**src/rtl/spram_rr_arbiter_pkg.sv**
```systemverilog
// Shared types for the single-port RAM round-robin arbiter:
// requester id and read-pipeline stage record.
package spram_arb_pkg;

    localparam int unsigned MAX_REQ = 16;
    localparam int unsigned ID_W    = $clog2(MAX_REQ);

    typedef logic [ID_W-1:0] req_id_t;

    typedef struct packed {
        logic    valid;
        req_id_t id;
    } rd_stage_t;

endpackage

```
**src/rtl/spram_rr_arbiter_if.sv**
```systemverilog
// Requester-side bundle: per-requester request handshake plus the shared
// tagged read-response bus.
interface spram_rr_arbiter_if #(
    parameter int unsigned NUM_REQ    = 4,
    parameter int unsigned DATA_WIDTH = 8,
    parameter int unsigned AW         = 8
);

    logic [NUM_REQ-1:0]                 req_valid;
    logic [NUM_REQ-1:0]                 req_ready;
    logic [NUM_REQ-1:0]                 req_we;
    logic [NUM_REQ-1:0]                 req_lock;
    logic [NUM_REQ-1:0][AW-1:0]         req_addr;
    logic [NUM_REQ-1:0][DATA_WIDTH-1:0] req_wdata;
    logic [NUM_REQ-1:0]                 rsp_valid;
    logic [DATA_WIDTH-1:0]              rsp_data;

    modport master (
        output req_valid, req_we, req_lock, req_addr, req_wdata,
        input  req_ready, rsp_valid, rsp_data
    );

    modport slave (
        input  req_valid, req_we, req_lock, req_addr, req_wdata,
        output req_ready, rsp_valid, rsp_data
    );

endinterface

```
**src/rtl/spram_rr_arbiter_rr_priority_picker.sv**
```systemverilog
// Rotating-priority one-hot select: first set bit at or after start,
// wrapping to the lowest set bit below start.
module rr_priority_picker
    import spram_arb_pkg::*;
#(
    parameter int unsigned N = 4
) (
    input  logic [N-1:0] vec,
    input  req_id_t      start,
    output logic [N-1:0] grant,
    output req_id_t      idx,
    output logic         any
);

    always_comb begin
        grant = '0;
        idx   = '0;
        any   = 1'b0;
        // pass 1 covers [start, N), pass 2 the wrapped part [0, start)
        for (int unsigned i = 0; i < N; i++) begin
            if (!any && vec[i] && (ID_W'(i) >= start)) begin
                grant[i] = 1'b1;
                idx      = ID_W'(i);
                any      = 1'b1;
            end
        end
        for (int unsigned i = 0; i < N; i++) begin
            if (!any && vec[i]) begin
                grant[i] = 1'b1;
                idx      = ID_W'(i);
                any      = 1'b1;
            end
        end
    end

endmodule

```
**src/rtl/spram_rr_arbiter.sv**
```systemverilog
// Round-robin arbiter sharing one single-port RAM between NUM_REQ requesters,
// with a bounded burst lock and a 2-cycle tagged read-response pipeline.
module spram_rr_arbiter
    import spram_arb_pkg::*;
#(
    parameter  int unsigned NUM_REQ    = 4,
    parameter  int unsigned DATA_WIDTH = 8,
    parameter  int unsigned RAM_DEPTH  = 256,
    parameter  int unsigned LOCK_MAX   = 8,
    localparam int unsigned AW         = $clog2(RAM_DEPTH)
) (
    input  logic                  clk,
    input  logic                  rst,
    input  logic                  clear,
    spram_rr_arbiter_if.slave     bus,
    output logic [AW-1:0]         mem_addr,
    output logic [DATA_WIDTH-1:0] mem_din,
    output logic                  mem_wr_en,
    input  logic [DATA_WIDTH-1:0] mem_dout
);

    localparam int unsigned    CW        = $clog2(LOCK_MAX + 1);
    localparam logic [CW-1:0]  LOCK_LAST = CW'(LOCK_MAX - 1);

    req_id_t               rr_ptr_q,     rr_ptr_d;
    logic                  locked_q,     locked_d;
    req_id_t               lock_owner_q, lock_owner_d;
    logic [CW-1:0]         lock_cnt_q,   lock_cnt_d;
    rd_stage_t             s0_q,         s0_d;
    rd_stage_t             s1_q,         s1_d;
    logic [DATA_WIDTH-1:0] rsp_data_q,   rsp_data_d;

    logic                  active;
    logic                  fire;
    logic                  beat_we;
    logic                  beat_lock;
    logic [NUM_REQ-1:0]    eligible;
    logic [NUM_REQ-1:0]    grant;
    req_id_t               pick_idx;
    logic                  pick_any;

    // While locked only the owner is eligible, so an idle owner stalls everyone.
    always_comb begin
        active   = !(rst || clear);
        eligible = '0;
        for (int unsigned i = 0; i < NUM_REQ; i++) begin
            eligible[i] = bus.req_valid[i] && (!locked_q || (lock_owner_q == ID_W'(i)));
        end
    end

    rr_priority_picker #(.N(NUM_REQ)) u_picker (
        .vec   (eligible),
        .start (rr_ptr_q),
        .grant (grant),
        .idx   (pick_idx),
        .any   (pick_any)
    );

    always_comb begin
        fire      = active && pick_any;
        beat_we   = 1'b0;
        beat_lock = 1'b0;
        mem_addr  = '0;
        mem_din   = '0;
        for (int unsigned i = 0; i < NUM_REQ; i++) begin
            if (fire && grant[i]) begin
                beat_we   = bus.req_we[i];
                beat_lock = bus.req_lock[i];
                mem_addr  = bus.req_addr[i];
                mem_din   = bus.req_wdata[i];
            end
        end
        mem_wr_en     = fire && beat_we;
        bus.req_ready = fire ? grant : '0;

        rr_ptr_d     = rr_ptr_q;
        locked_d     = locked_q;
        lock_owner_d = lock_owner_q;
        lock_cnt_d   = lock_cnt_q;
        if (fire) begin
            if (beat_lock && (lock_cnt_q < LOCK_LAST)) begin
                locked_d     = 1'b1;
                lock_owner_d = pick_idx;
                lock_cnt_d   = lock_cnt_q + 1'b1;
            end else begin
                locked_d   = 1'b0;
                lock_cnt_d = '0;
                rr_ptr_d   = (pick_idx == ID_W'(NUM_REQ - 1)) ? '0 : pick_idx + 1'b1;
            end
        end

        s0_d.valid = fire && !beat_we;
        s0_d.id    = pick_idx;
        s1_d       = s0_q;
        rsp_data_d = mem_dout;

        bus.rsp_valid = '0;
        for (int unsigned i = 0; i < NUM_REQ; i++) begin
            bus.rsp_valid[i] = s1_q.valid && (s1_q.id == ID_W'(i));
        end
        bus.rsp_data = rsp_data_q;
    end

    always_ff @(posedge clk) begin
        if (rst || clear) begin
            rr_ptr_q     <= '0;
            locked_q     <= 1'b0;
            lock_owner_q <= '0;
            lock_cnt_q   <= '0;
            s0_q         <= '0;
            s1_q         <= '0;
            rsp_data_q   <= '0;
        end else begin
            rr_ptr_q     <= rr_ptr_d;
            locked_q     <= locked_d;
            lock_owner_q <= lock_owner_d;
            lock_cnt_q   <= lock_cnt_d;
            s0_q         <= s0_d;
            s1_q         <= s1_d;
            rsp_data_q   <= rsp_data_d;
        end
    end

endmodule

```
**src/flat_wrapper.sv**
```systemverilog
// flat-port wrapper written by rule: the top's interface ports become plain ports
module spram_rr_arbiter_flat import spram_arb_pkg::*;
#(
    parameter  int unsigned NUM_REQ    = 4,
    parameter  int unsigned DATA_WIDTH = 8,
    parameter  int unsigned RAM_DEPTH  = 256,
    parameter  int unsigned LOCK_MAX   = 8,
    localparam int unsigned AW         = $clog2(RAM_DEPTH)
)
  (clk, rst, clear, mem_addr, mem_din, mem_wr_en, mem_dout, bus_req_valid, bus_req_we, bus_req_lock, bus_req_addr, bus_req_wdata, bus_req_ready, bus_rsp_valid, bus_rsp_data);
  spram_rr_arbiter_if #(.NUM_REQ(NUM_REQ), .DATA_WIDTH(DATA_WIDTH), .AW((8))) bus_i ();
  input  logic clk;
  input  logic rst;
  input  logic clear;
  output logic [AW-1:0] mem_addr;
  output logic [DATA_WIDTH-1:0] mem_din;
  output logic mem_wr_en;
  input  logic [DATA_WIDTH-1:0] mem_dout;
  input wire logic [$bits(bus_i.req_valid)-1:0] bus_req_valid;
  input wire logic [$bits(bus_i.req_we)-1:0] bus_req_we;
  input wire logic [$bits(bus_i.req_lock)-1:0] bus_req_lock;
  input wire logic [$bits(bus_i.req_addr)-1:0] bus_req_addr;
  input wire logic [$bits(bus_i.req_wdata)-1:0] bus_req_wdata;
  output wire logic [$bits(bus_i.req_ready)-1:0] bus_req_ready;
  output wire logic [$bits(bus_i.rsp_valid)-1:0] bus_rsp_valid;
  output wire logic [$bits(bus_i.rsp_data)-1:0] bus_rsp_data;
  assign bus_i.req_valid = bus_req_valid;
  assign bus_i.req_we = bus_req_we;
  assign bus_i.req_lock = bus_req_lock;
  assign bus_i.req_addr = bus_req_addr;
  assign bus_i.req_wdata = bus_req_wdata;
  assign bus_req_ready = bus_i.req_ready;
  assign bus_rsp_valid = bus_i.rsp_valid;
  assign bus_rsp_data = bus_i.rsp_data;
  spram_rr_arbiter #(.NUM_REQ(NUM_REQ), .DATA_WIDTH(DATA_WIDTH), .RAM_DEPTH(RAM_DEPTH), .LOCK_MAX(LOCK_MAX)) u_core (.clk(clk), .rst(rst), .clear(clear), .bus(bus_i), .mem_addr(mem_addr), .mem_din(mem_din), .mem_wr_en(mem_wr_en), .mem_dout(mem_dout));
endmodule
```
**config.mk**
```make
export PLATFORM = sky130hd
export DESIGN_NAME = spram_rr_arbiter_flat
export DESIGN_NICKNAME = d
export VERILOG_FILES = /design/src/rtl/spram_rr_arbiter_pkg.sv /design/src/rtl/spram_rr_arbiter_if.sv /design/src/rtl/spram_rr_arbiter_rr_priority_picker.sv /design/src/rtl/spram_rr_arbiter.sv /design/src/flat_wrapper.sv
export SDC_FILE = /design/constraint.sdc
export NUM_CORES = 1
export LEC_CHECK = 0
export CAP_MARGIN = 20
export CORE_AREA = 2 2 72 74
export CTS_CLUSTER_DIAMETER = 150
export DETAILED_ROUTE_END_ITERATION = 6
export DIE_AREA = 0 0 74 76
export HOLD_SLACK_MARGIN = 0.06
export PLACE_DENSITY = 0.78
export SLEW_MARGIN = 20
export SYNTH_ARGS = -nofsm -noshare
export SYNTH_HDL_FRONTEND = slang
export SYNTH_SLANG_ARGS = --single-unit
```
**constraint.sdc**
```tcl
create_clock -name clk -period 2.4 [get_ports clk]
set_input_delay 0.36 -clock clk [delete_from_list [all_inputs] [get_ports clk]]
set_output_delay 0.36 -clock clk [all_outputs]
set_load 0.01 [all_outputs]
```
==> flow_summary.yaml <==
status:
  status: "finished, violations left"
  violations: "negative setup slack"
cells_and_area:
  layout-drive-gt1-share_pct: 45.2
  layout.nets: 481
  syn_to_final_growth_pct: 143
  fin_area_sq_um: 3830
  final_cells: 462
  insertedDiodeCount: 0
synthesis:
  synth_warnings: 0
  ys_async_sr_fraction_pct: 0
  ys_ff_latch: 23
  synth_top_area_share_pct: 29.2
  synth_flop_cell: "dfxtp_1"
  synth-edff-count: 0
  seq_area_frac_synth_pct: 29.2
  synth_common_cells: "dfxtp_1 (23), o21ai_0 (22), a22oi_1 (21), nand2_1 (21), a21oi_1 (13)"
  synth_cells: 200
  synthDistinctLibCells: 45
  synth_nets: 288
  yosysTopAreaCell: "dfxtp_1"
  syn_area_per_cell_sq_um: 7.88
  synthesis.area_sq_um: 1580
  synth.top_cells.by_area: "dfxtp_1 (29%), a22oi_1 (10%), o21ai_0 (7.0%)"
  yosysMostFrequentCell: "dfxtp_1"
floorplan:
  die_h_um: 76
  rows: 26
  start_util_pct: 32.1
  pin_count: 120
  die-area_sq_um: 5620
  die_w_um: 74
  core_sq_um: 4910
setup_path:
  crit_type: "reg -> out"
  r2r_slack_ns: -0.08
  crit_start: "u_core.locked_q"
  end_kind: "primary output"
  reg2reg_from: "u_core.rr_ptr_q[1]"
  arrival_ns: 2.35
  cp-start-kind: "register"
  worstPathRequired_ns: 2.04
  worstReg2RegEnd: "u_core.lock_cnt_q[2]"
  worstPathMaxFanout: 6
  rr_worst_depth: 11
min_path:
  holdPathEnd: "u_core.s1_q[0]"
  worst_hold_startpoint: "u_core.s0_q[0]"
  hold_path_depth: 1
  min_path_type: "reg -> reg"
clocking:
  cts_root_buf: "clkbuf_8"
  cts_hold_buffers: 0
  clk_pin_slew_ns: 0.08
  cts_sinks: 23
  cts_buffers: 3
  cts_tree: "done"
  clk_latency_ns: 0.26
  clock_tree.buffer_depth: 2
  htree_levels: 1
route:
  drtAntennaViolNets: 0
  wirelength_um: 7770
  first_iter_violations: 152
  via_per_inst: 5.21
  vias: 2408
  firstDrtPassIters: 5
  drc: 0
  routedWlPerCell_um: 16.8
timing:
  hold_violations: 0
  setup_viol: 20
  slew_headroom_pct: 72.7
  setup_ws_ns: -0.305
  rsz0062_at_grt: "true"
  layout_min_cycle_time_ns: 2.71
  hold_ws_ns: 0.428
  tightestPinTransition_ns: 0.410
  period_share_pct: 113
  max_freq_mhz: 370
  slew_violations: 0
  worst_clock_skew_ns: 0.00526
place:
  place_congestion: 0.892
  io_buffers: 119
  placed_cells: 423
  hpwl_um: 4920
  postPlaceCellArea_sq_um: 3160
grt:
  grt_pass1_wl_um: 11700
  grt_max_degree: 27
  antenna_found_initial: 0
  track_usage_pct: 25.8
  grt_pass1_vias: 2520
  gr-total-overflow: 0
power_and_ir_drop:
  p_leak_nw: 1.59
  ir_worst_vdd_v: 0.000205
  power_density_nw_per_um2: 321
flow_run:
  drv_cap: 0
==> power breakdown <==
part / internal [mW] / switching (mW)
logic: 0.346 / 0.239
registers: 0.394 / 0.0154
clock network: 0.116 / 0.119
==> cell type report <==
class                           count  area, sq um
Timing Repair Buffer              200         1800
Multi-Input combinational cell    158         1380
Fill cell                         304         1090
Sequential cell                    23          477
Tap cell                           70         87.6
Clock buffer                        3         41.3
Inverter                            7         40.0
Clock inverter                      1         5.00
==> worst max-delay path: stages (launching register included) <==
cell and delay, ns:
dfxtp_4 0.37, a21bo_4 0.24, a22oi_2 0.23, buf_4 0.15, and3_4 0.20, nor2_4 0.05, nand2_4 0.09, inv_6 0.04
a222oi_1 0.41, nand2_1 0.13, buf_2 0.16
==> flip-flops by register name (all words and copies together), names as in the netlist <==
| register | flops |
|---|---|
| u_core.bus.rsp_data | 8 |
| u_core.lock_cnt_q | 4 |
| u_core.s0_q | 3 |
| u_core.s1_q | 3 |
| u_core.lock_owner_q | 2 |
| u_core.rr_ptr_q | 2 |
| u_core.locked_q | 1 |
==> what timing repair did <==
item	4_1_cts	5_1_grt
gates resized for setup	174	47
gates cloned	1	0
endpoints found under the setup margin	21	30
setup buffers	18	18
pin swaps	31	30
==> stage by stage <==
step	power, mW	setup TNS, ns	setup WS (ns)	utilization (%)
floorplan	0.561	0	0.0571	-
global placement	0.844	-12.69	-0.625	64.4
detailed placement	0.848	-13.79	-0.679	64.4
CTS	1.15	-1.56	-0.154	72.3
global route	1.29	-5.60	-0.410	77.9
finish	1.23	-2.51	-0.305	77.9
==> worst max path at each step <==
| stage | end | slack (ns) | cells after the start |
|---|---|---|---|
| CTS | mem_din[1] | -0.15 | 10 |
| global route | mem_din[1] | -0.41 | 10 |
| floorplan | mem_addr[0] | 0.06 | 8 |
| detailed placement | mem_addr[2] | -0.68 | 8 |
| global placement | mem_din[1] | -0.63 | 10 |
| finish | mem_din[1] | -0.31 | 10 |
==> routing by layer <==
layer  vias up  GRT usage, %  routed length [um]
li1       1144             -                   -
met1      1120          28.4                2700
met2       117          47.2                4190
met3        27          7.54                 646
met4         0          6.36                 238
met5         -             0                   0
==> kinds of logic (layout without fill, tap and decap cells) <==
group                    after synthesis  in the layout  share of synthesized area, %
flip-flops                            23             23                          29.2
AND/OR/NAND/NOR                       72             72                          25.3
multiplexers                           2              2                          1.27
buffers and inverters                 19            211                          4.77
adder cells (fa/ha/maj)                1              1                         0.794
AO/OA/AOI/OAI                         83             83                          38.6
==> placed cells by master (no fill, tap or decap), types with 3 or more instances in the layout <==
cell type | synthesis | routed
clkdlybuf4s50_1 | 0 | 94
buf_4 | 0 | 61
dfxtp_1 | 23 | 18
nand2_1 | 21 | 17
buf_2 | 3 | 17
buf_6 | 0 | 17
a22oi_2 | 0 | 13
and2_1 | 12 | 12
o21ai_1 | 0 | 12
nor2_1 | 9 | 8
a22oi_1 | 21 | 8
o21ai_2 | 0 | 6
nand3_1 | 8 | 6
a21oi_1 | 13 | 6
nor3_4 | 0 | 4
a21oi_4 | 0 | 4
dlygate4sd2_1 | 0 | 4
dfxtp_4 | 0 | 4
inv_2 | 0 | 3
nand2_2 | 1 | 3
a222oi_1 | 3 | 3
a221o_1 | 3 | 3
a21oi_2 | 0 | 3
o21ai_0 | 22 | 3
clkbuf_8 | 0 | 3
buf_8 | 0 | 3
Power figures use the tool's default switching activity.
